[src/rtl/approx_mul_sweep_ctrl.sv]
// Error-characterisation sequencer for the 4x4 approximate multiplier.
// Walks all 256 operand pairs, compares each result with the exact product and accumulates statistics.
`timescale 1ns/1ps
module approx_mul_sweep_ctrl #(
    parameter int unsigned SETTLE_CYCLES = 1
) (
    input  logic        clk,
    input  logic        rst_n,
    input  logic        start,
    input  logic        abort,
    output logic [3:0]  mul_a,
    output logic [3:0]  mul_b,
    input  logic [7:0]  mul_result,
    output logic        busy,
    output logic        done,
    output logic        results_valid,
    output logic [15:0] sum_abs_err,
    output logic [8:0]  err_count,
    output logic [7:0]  max_abs_err,
    output logic [3:0]  max_err_a,
    output logic [3:0]  max_err_b
);

    typedef enum logic [1:0] {IDLE, SETTLE, SAMPLE, DONE} state_t;

    localparam logic [3:0] SETTLE_LAST = 4'(SETTLE_CYCLES - 1);

    state_t      state_q, state_d;
    logic [7:0]  idx_q, idx_d;
    logic [3:0]  cnt_q, cnt_d;
    logic [15:0] sum_q, sum_d;
    logic [8:0]  err_count_q, err_count_d;
    logic [7:0]  max_err_q, max_err_d;
    logic [3:0]  max_a_q, max_a_d;
    logic [3:0]  max_b_q, max_b_d;
    logic        valid_q, valid_d;

    logic [7:0]  exact;
    logic [7:0]  err;

    // The reference product comes only from the operand index, never from the multiplier under test.
    assign exact = {4'b0000, idx_q[7:4]} * {4'b0000, idx_q[3:0]};
    assign err   = (mul_result >= exact) ? (mul_result - exact) : (exact - mul_result);

    always_comb begin
        state_d     = state_q;
        idx_d       = idx_q;
        cnt_d       = cnt_q;
        sum_d       = sum_q;
        err_count_d = err_count_q;
        max_err_d   = max_err_q;
        max_a_d     = max_a_q;
        max_b_d     = max_b_q;
        valid_d     = valid_q;

        case (state_q)
            IDLE: begin
                if (start) begin
                    state_d     = SETTLE;
                    idx_d       = 8'd0;
                    cnt_d       = 4'd0;
                    sum_d       = 16'd0;
                    err_count_d = 9'd0;
                    max_err_d   = 8'd0;
                    max_a_d     = 4'd0;
                    max_b_d     = 4'd0;
                    valid_d     = 1'b0;
                end
            end
            SETTLE: begin
                if (abort) begin
                    state_d = IDLE;
                    valid_d = 1'b0;
                end else if (cnt_q == SETTLE_LAST) begin
                    state_d = SAMPLE;
                    cnt_d   = 4'd0;
                end else begin
                    cnt_d = cnt_q + 4'd1;
                end
            end
            SAMPLE: begin
                if (abort) begin
                    state_d = IDLE;
                    valid_d = 1'b0;
                end else begin
                    sum_d       = sum_q + {8'd0, err};
                    err_count_d = err_count_q + {8'd0, (err != 8'd0)};
                    // Strictly greater so ties keep the earliest pair.
                    if (err > max_err_q) begin
                        max_err_d = err;
                        max_a_d   = idx_q[7:4];
                        max_b_d   = idx_q[3:0];
                    end
                    if (idx_q == 8'hFF) begin
                        state_d = DONE;
                        valid_d = 1'b1;
                    end else begin
                        state_d = SETTLE;
                        idx_d   = idx_q + 8'd1;
                    end
                end
            end
            DONE: begin
                state_d = IDLE;
            end
            default: begin
                state_d = IDLE;
            end
        endcase
    end

    always_ff @(posedge clk or negedge rst_n) begin
        if (!rst_n) begin
            state_q     <= IDLE;
            idx_q       <= 8'd0;
            cnt_q       <= 4'd0;
            sum_q       <= 16'd0;
            err_count_q <= 9'd0;
            max_err_q   <= 8'd0;
            max_a_q     <= 4'd0;
            max_b_q     <= 4'd0;
            valid_q     <= 1'b0;
        end else begin
            state_q     <= state_d;
            idx_q       <= idx_d;
            cnt_q       <= cnt_d;
            sum_q       <= sum_d;
            err_count_q <= err_count_d;
            max_err_q   <= max_err_d;
            max_a_q     <= max_a_d;
            max_b_q     <= max_b_d;
            valid_q     <= valid_d;
        end
    end

    assign mul_a         = idx_q[7:4];
    assign mul_b         = idx_q[3:0];
    assign busy          = (state_q == SETTLE) || (state_q == SAMPLE);
    assign done          = (state_q == DONE);
    assign results_valid = valid_q;
    assign sum_abs_err   = sum_q;
    assign err_count     = err_count_q;
    assign max_abs_err   = max_err_q;
    assign max_err_a     = max_a_q;
    assign max_err_b     = max_b_q;

endmodule

[config.mk]
export PLATFORM = sky130hd
export DESIGN_NAME = approx_mul_sweep_ctrl
export DESIGN_NICKNAME = d
export VERILOG_FILES = /design/src/rtl/approx_mul_sweep_ctrl.sv
export SDC_FILE = /design/constraint.sdc
export NUM_CORES = 1
export LEC_CHECK = 0
export CAP_MARGIN = 30
export CORE_UTILIZATION = 56
export CTS_CLUSTER_DIAMETER = 50
export DETAILED_ROUTE_END_ITERATION = 8
export GPL_TIMING_DRIVEN = 0
export PLACE_DENSITY = 0.85
export SKIP_LAST_GASP = 1
export SLEW_MARGIN = 20
export SYNTH_ARGS = -nofsm -noshare
export SYNTH_HDL_FRONTEND = slang
export SYNTH_SLANG_ARGS = --single-unit
[constraint.sdc]
create_clock -name clk -period 6.85 [get_ports clk]
set_input_delay 0.685 -clock clk [delete_from_list [all_inputs] [get_ports clk]]
set_output_delay 0.685 -clock clk [all_outputs]
set_load 0.02 [all_outputs]
======== Word level (Yosys, flattened, before mapping) ========
Cells that the tools add are included.
W data, S select, Z words.
cells by class
  $add $sub $neg .......................... 6
  multiply operators ...................... 1
  magnitude comparators ................... 2
  equal/unequal tests ..................... 12
  mux-type cells .......................... 35
  reductions and logical operators ........ 13
operator list
  kind                   count
  $mux W8                6
  $mux W16               2
  $pmux W16 S2           1
  $pmux W8 S2            2
  $mux W4                7
  $pmux W4 S2            3
  $mux W9                2
  $pmux W9 S2            1
  $add A16 B8 Y16        1
  $sub A8 B8 Y8          2
  $ne A2 B2 Y1 const B   6
  $reduce_and A4 Y1      3
  $mux W2                5
  $add A9 B1 Y9          1
  $add A8 B1 Y8 const B  1
  $eq A8 B8 Y1 const B   1
  $ge A8 B8 Y1           1
  $gt A8 B8 Y1           1
  $mul A4 B4 Y8          1
  $pmux W2 S4            1
  $reduce_bool A8 Y1     1
  $ne A3 B3 Y1 const B   2
  $reduce_and A3 Y1      2
  $add A4 B1 Y4 const B  1
  other kinds (10)       15
word-level totals
  flip-flop bits (word level) ............. 56
  input bits .............................. 12
  output and inout bits ................... 52
  logic and storage cells ................. 78

======== Logic depth before layout (Yosys ltp) ========
  word-level depth ........................ 7
  depth in mapped cells ................... 28
  mapped depth without buffers ............ 26

======== Worst setup path after synthesis ========
Ideal clock, no wire load.
  path kind ............................... register -> register
  start point ............................. reg idx_q[3]
  end point ............................... reg sum_q[15], in the netlist sum_abs_err[15]
  library setup time ...................... 130 ps
  arrival time ............................ 5,895 ps
  required time ........................... 6,720 ps
  setup slack ............................. 826 ps
  cell stages (with the launch flop) ...... 26
  buffers on the path ..................... 1
  cell sequence ........................... dfrtp_1 > nand2_1 > fa_1 > inv_1 > fa_1 > inv_1 > fa_1 > inv_1 > a21oi_1 > o21bai_1 > xor2_1 > ha_1 > a21oi_1 > a21boi_1 > a311oi_4 > buf_6 > nor2_1 > a21oi_1 > ha_1 > a21o_1 > a21o_1 > a21o_1 > a221o_1 > a31oi_2 > or4_1 > a21oi_1
between the ends
  longest elaborated chain between the ends .. 6
  elaborated cells between the ends (all ways) .. 8
  classes of those cells .................. 3 x add/sub; 1 x mul; 1 x order compare; 3 x mux
RTL lines
  element                                        line  RTL
  start, declared                                29    logic [7:0] idx_q, idx_d;
  start signal, assigned                         125   idx_q <= idx_d;
  $mul A4 B4 Y8 (*)                              42    assign exact = {4'b0000, idx_q[7:4]} * {4'b0000, idx_q[3:0]};
  $sub A8 B8 Y8 or $ge A8 B8 Y1 (tied branches)  43    assign err = (mul_result >= exact) ? (mul_result - exact) : (exact - mul_result);
  $mux W8 (*)                                    43
  $add A16 B8 Y16 (*)                            86    sum_d = sum_q + {8'd0, err};
  $mux W16 (*)                                   82    if (abort) begin
  $pmux W16 S2 (*)                               56    case (state_q)
  end signal, assigned                           127   sum_q <= sum_d;
  end, declared                                  31    logic [15:0] sum_q, sum_d;
Mark *: on every way between the ends. The rest lies on a longest branch, timed or not. The select of a mux whose other input is x is not followed.
A chain may end at the register's enable or synchronous reset.

======== Worst setup path in the final report ========
  start point ............................. reg idx_q[3]
  end point ............................... reg sum_q[9], in the netlist sum_abs_err[9]
Same word-level chain as after synthesis.

==> impl_results.md <==
- Outcome: finished clean
- FF+latch count, synth: 56
- First-pass detailed-route iteration total: 5
- Post-Syn Area per Cell: 9.11 um^2
- Commonest non-fill, non-tap cells in the layout: clkdlybuf4s50_1, ha_1, dfrtp_1, nand2_1, inv_1
- GRT Overall Usage: 0.262
- Distinct cells, synth: 60
- Post-route design area: 5270 um^2
- PortBufs: 63
- Post-CTS Setup Inserts: 0
- Core Rows: 31
- EDFF count, synth: 0
- Synth top area share: 0.318
- Peak Freq: 155 MHz
- Slowest cell on the critical path: fa_1
- Final Cycle Share: 0.942
- DP Area: 5150 um^2
- Commonest non-fill, non-tap cell in the layout: clkdlybuf4s50_1
- RSZ-0062 raised after global routing: yes
- CTS root buf: clkbuf_8
- Chip height: 90.7 um
- HP Class: input pin to async pin
- Initial DRC count: 158
- Worst R2R Setup Slack: 0.40 ns
- DIE AREA: 8220 um^2
- Worst EP required: 7.04 ns
- Power Dens Cells: 253 nW/um^2
- Ys async rst share: 1.00
- Share of layout cells above drive strength 1: 0.0632
- DR vias/cell: 5.84
- CTS Buf Count: 5
- Clock buffer depth: 2
- Nets@finish: 627
- Fillers: 553
- Syn Inst Count: 483
- Final total power: 1.33 mW
- Cell taking the most area after synthesis: dfrtp_1
- Top Ports: 64
- Cell area after synthesis: 4400 um^2
- Seq/Total Area, Yosys: 0.318
- Comb pwr share: 0.531
- Type of origin of the critical path: flop
- Sw frac: 0.441
- Post-DP HPWL: 7870 um
- Per-cell routed wire length: 15.6 um
- Via count: 3814
- Die width: 90.7 um
- Sequential power share: 0.327
- Actual slew at the worst max-slew pin: 0.714 ns
- Final min period: 6.45 ns
- Final setup viols: 0
- Syn_nets: 557
- Crit-path max FO: 10
- Psw: 0.587 mW
- Largest net degree at the start of global routing: 57
- Worst-Skew Late Latency: 0.31 ns
- Starting density of the core: 0.594
- Drt total wl: 10200 um
- Clk network pwr share: 0.142
- Drc violations: 0
- Hold slack final: 0.406 ns
- Top FF cell, synth: dfrtp_1
- Max IR drop VDD: 0.000245 V
- Top post-synthesis cells by area: dfrtp_1, ha_1, o21ai_0
- Number of global-route vias before repair: 3679
- Htree depth: 2
- Antenna diodes: 0
- Final core occ: 0.712
- Leak: 2.42 nW
- # clock sinks: 56
- Warnings, synthesis: 0
- Worst path max stage delay: 0.55 ns
- Crit path kind: flop to flop
- Antenna violations before repair: 0
- Final Hold Fails: 0
- First-pass GRT wire length: 17500 um
- Clock skew: 0.00432 ns
- Routability cong.: 0.888
- Clock-pin slew on the worst setup and hold paths: 0.11 ns
- Final ANT Viol Nets: 0
- Critical path endpoint category: flop
- WP data arrival: 6.64 ns
- CTS tree: built
- Total grt overflow: 0
- Internal: 0.744 mW
- Max-slew violations: 0
- Max_cap viols: 0
- Area grow syn2layout: 19.8%
- Core area: 7410 um^2
- Relative slew slack: 0.524
through the flow:
step	TNS (ns)	setup slack [ns]	std cells
CTS	0	0.172	653
global route	-0.0979	-0.0477	653
detailed placement	0	0.176	645
global placement	0	0.325	645
finish	0	0.396	653
floorplan	0	0.826	483
power by group through the flow:
stage / sequential [mW] / combinational, mW / clock, mW
3_3_place_gp: 0.439 / 0.673 / 0
5_1_grt: 0.442 / 0.781 / 0.206
4_1_cts: 0.435 / 0.702 / 0.193
2_1_floorplan: 0.486 / 0.410 / 0
6_report: 0.436 / 0.707 / 0.189
3_5_place_dp: 0.441 / 0.698 / 0
layout make-up:
class                           instances  area [um^2]  area share
Multi-Input combinational cell        366         2770       0.525
Clock inverter                          3         22.5     0.00427
Tap cell                               99          124      0.0235
Inverter                               45          169      0.0320
Buffer                                 16         88.8      0.0169
Timing Repair Buffer                   63          628       0.119
Sequential cell                        56         1400       0.266
Clock buffer                            5         68.8      0.0131
critical path, delay by kind of cell (launching register included):
family	cells	cell delay, ns
DFF	1	0.51
adders and majority gates	5	2.19
AOI/OAI and AO/OA	12	2.59
and+or+nand+nor	3	0.40
xor gates and xnor gates	1	0.22
buffers and inverters	4	0.40
cells in the mapped netlist (all sizes together) (11+ instances only):
cell	number
xor2	16
a22o	11
inv	45
and2	17
o21ai	39
nand3	12
nand2	47
a21oi	31
nor2	20
dfrtp	56
ha	55
or3	11
registers in the layout, summed over array words and instances, names as in the netlist:
name / count
max_err_b: 4
err_count: 9
max_err_a: 4
max_abs_err: 8
cnt_q: 4
idx_q: 8
sum_abs_err: 16
results_valid: 1
state_q: 2
per-layer routing:
layer  global-route usage  vias up  share of wire
li1                     -     1837              -
met1                0.339     1850           0.44
met2                0.458      109           0.50
met3               0.0303       18          0.045
met4               0.0806        0          0.019
met5                    0        -              0
worst paths after layout:
check                        startpoint              end  cells past startpoint
setup / recovery               idx_q[3]   sum_abs_err[9]                     25
hold / removal                    rst_n  sum_abs_err[12]                      1
setup reg to reg               idx_q[3]   sum_abs_err[9]                     25
hold reg to reg            max_err_a[2]     max_err_a[2]                      2
max in group asynchronous         rst_n         idx_q[4]                      1
min in group clk           max_err_a[2]     max_err_a[2]                      2
what timing repair did:
item	in CTS	in global routing
resized for setup	0	9
endpoints found under the setup margin	0	25
hold buffers	0	0
endpoints found under the hold margin	0	0
cell families after synthesis:
family,after synthesis,share of synthesized area
adders and majority gates,62,0.188
xor gates and xnor gates,24,0.0512
DFF,56,0.318
and+or+nand+nor,147,0.173
muxes,9,0.0208
AOI/OAI and AO/OA,124,0.191
buffers and inverters,61,0.0580
No activity file was read; power rests on OpenSTA's default activity.
==> edit: new RTL, same settings <==
Encoding of `state_t`: now one-hot (4 bits for 4 states).
--- a/src/rtl/approx_mul_sweep_ctrl.sv
+++ b/src/rtl/approx_mul_sweep_ctrl.sv
@@ -21,7 +21,7 @@
     output logic [3:0]  max_err_b
 );
 
-    typedef enum logic [1:0] {IDLE, SETTLE, SAMPLE, DONE} state_t;
+    typedef enum logic [3:0] {IDLE = 4'b0001, SETTLE = 4'b0010, SAMPLE = 4'b0100, DONE = 4'b1000} state_t;
 
     localparam logic [3:0] SETTLE_LAST = 4'(SETTLE_CYCLES - 1);
 
Behaviour: same outputs for any inputs over 4 cycles, from zero or initial values and one cycle with rst_n low; so few cycles prove little.
==> edit against the unedited design <==
Sequential cell count rose by 2; die area rose by 1.6%; utilization fell by 0.75 points; worst hold slack got worse by 0.027 ns; area after synthesis rose by 1.6%; final area rose by 3.2%; maximum frequency fell by 0.54%; worst setup slack got worse by 0.035 ns; wire length rose by 3.0%.
Power is not compared: it rests on default switching activity, and its combinational part moved more than twofold at a synthesized area within 25%.
==> edit: results <==
[critical_path]
reg2regPathDepth = 23
crit_path_max_fanout = 9
r2r-start = idx_q[1]

[global_route]
grt_use_met2_pct = 46.24
grt_util_met1_pct = 33.71
grt_pass1_vias = 3787
use_met3_pct = 5.025
grt.total_usage_pct = 26.76
grt_pass1_wl_mm = 17.82
grt_max_degree = 59

[clock_tree]
cts.repair.resized = 2
numCtsBuffers = 9
clk_latency_ns = 0.34
clkTransAtPathRegs_ns = 0.07
cts_max_level = 3

[logic_synthesis]
synth.top_cells.by_area = dfrtp_1 (32%), ha_1 (14%), o21ai_0 (4.0%)
synth_fp_nets = 558
synth_common_cells = dfrtp_1 (57), ha_1 (50), inv_1 (40)
ys_seq_area_share_pct = 32.47
netlist_instances = 489
synth_async_sr_flop_share_pct = 100.0
synth_cell_types = 61

[status]
status = finished, final reports clean

[layout]
drive_above_1_share_pct = 9.490
fillCellCount = 571
fin_util_pct = 70.40

[detailed_routing]
initialDrtViolationCount = 277
wirelength_met1_mm = 4.543
met2WireLength_mm = 5.356
via_count = 3932

[placed_design]
place_area_um2 = 5220
dp_hpwl_mm = 7.848
numPortBuffers = 62
finalWeightedCongestion = 0.8964
place_ws_ns = -0.08578

[sta]
timing.slew.headroom_pct = 50.46
fin_ws_ns = 0.3613
[edit: cells by family (layout without fill, tap and decap cells)]
logic type | after synthesis | in the layout | synth area share (%)
fa+ha+maj | 57 | 57 | 17.11
flops | 58 | 58 | 32.47
buf+inv | 62 | 142 | 5.733
xor+xnor | 28 | 28 | 5.481
mux | 7 | 7 | 1.594
simple gates | 148 | 148 | 17.51
compound gates | 129 | 129 | 20.11
[edit: area by class of cell]
type,count,area share [%]
Multi-Input combinational cell,369,51.01
Timing Repair Buffer,65,11.73
Sequential cell,58,26.79
Clock buffer,13,2.737
Buffer,21,1.886
Inverter,40,2.760
Clock inverter,3,0.7360
Tap cell,102,2.346
[edit: worst max-delay path: stages (launching register included)]
cell	delay [ns]
dfrtp_1	0.52
nand2_1	0.12
fa_1	0.49
inv_1	0.06
fa_1	0.55
inv_1	0.06
fa_1	0.46
inv_1	0.07
a21oi_1	0.06
o21bai_1	0.14
xor2_1	0.26
ha_1	0.35
and3_1	0.27
a311oi_4	0.49
and2b_1	0.26
a21oi_1	0.35
ha_1	0.31
a21o_1	0.16
a21o_1	0.21
a2111o_1	0.45
a31oi_2	0.36
nor3b_1	0.12
xnor2_1	0.16
nor2_1	0.06
[edit: power by group through the flow]
stage	Clock (mW)	Sequential (mW)	Combinational [mW]
CTS	0.314	0.357	0.184
global placement	0	0.363	0.176
detailed placement	0	0.364	0.181
floorplan	0	0.366	0.123
global route	0.330	0.358	0.210
finish	0.311	0.357	0.188
[edit: per-stage QoR]
step	std cells	hold slack [ns]	setup TNS [ns]
floorplan	489	0.3894	0
global placement	653	0.4714	0
detailed placement	653	0.4904	-0.2004
CTS	669	0.4312	0
global route	671	0.4599	0
finish	671	0.3789	0
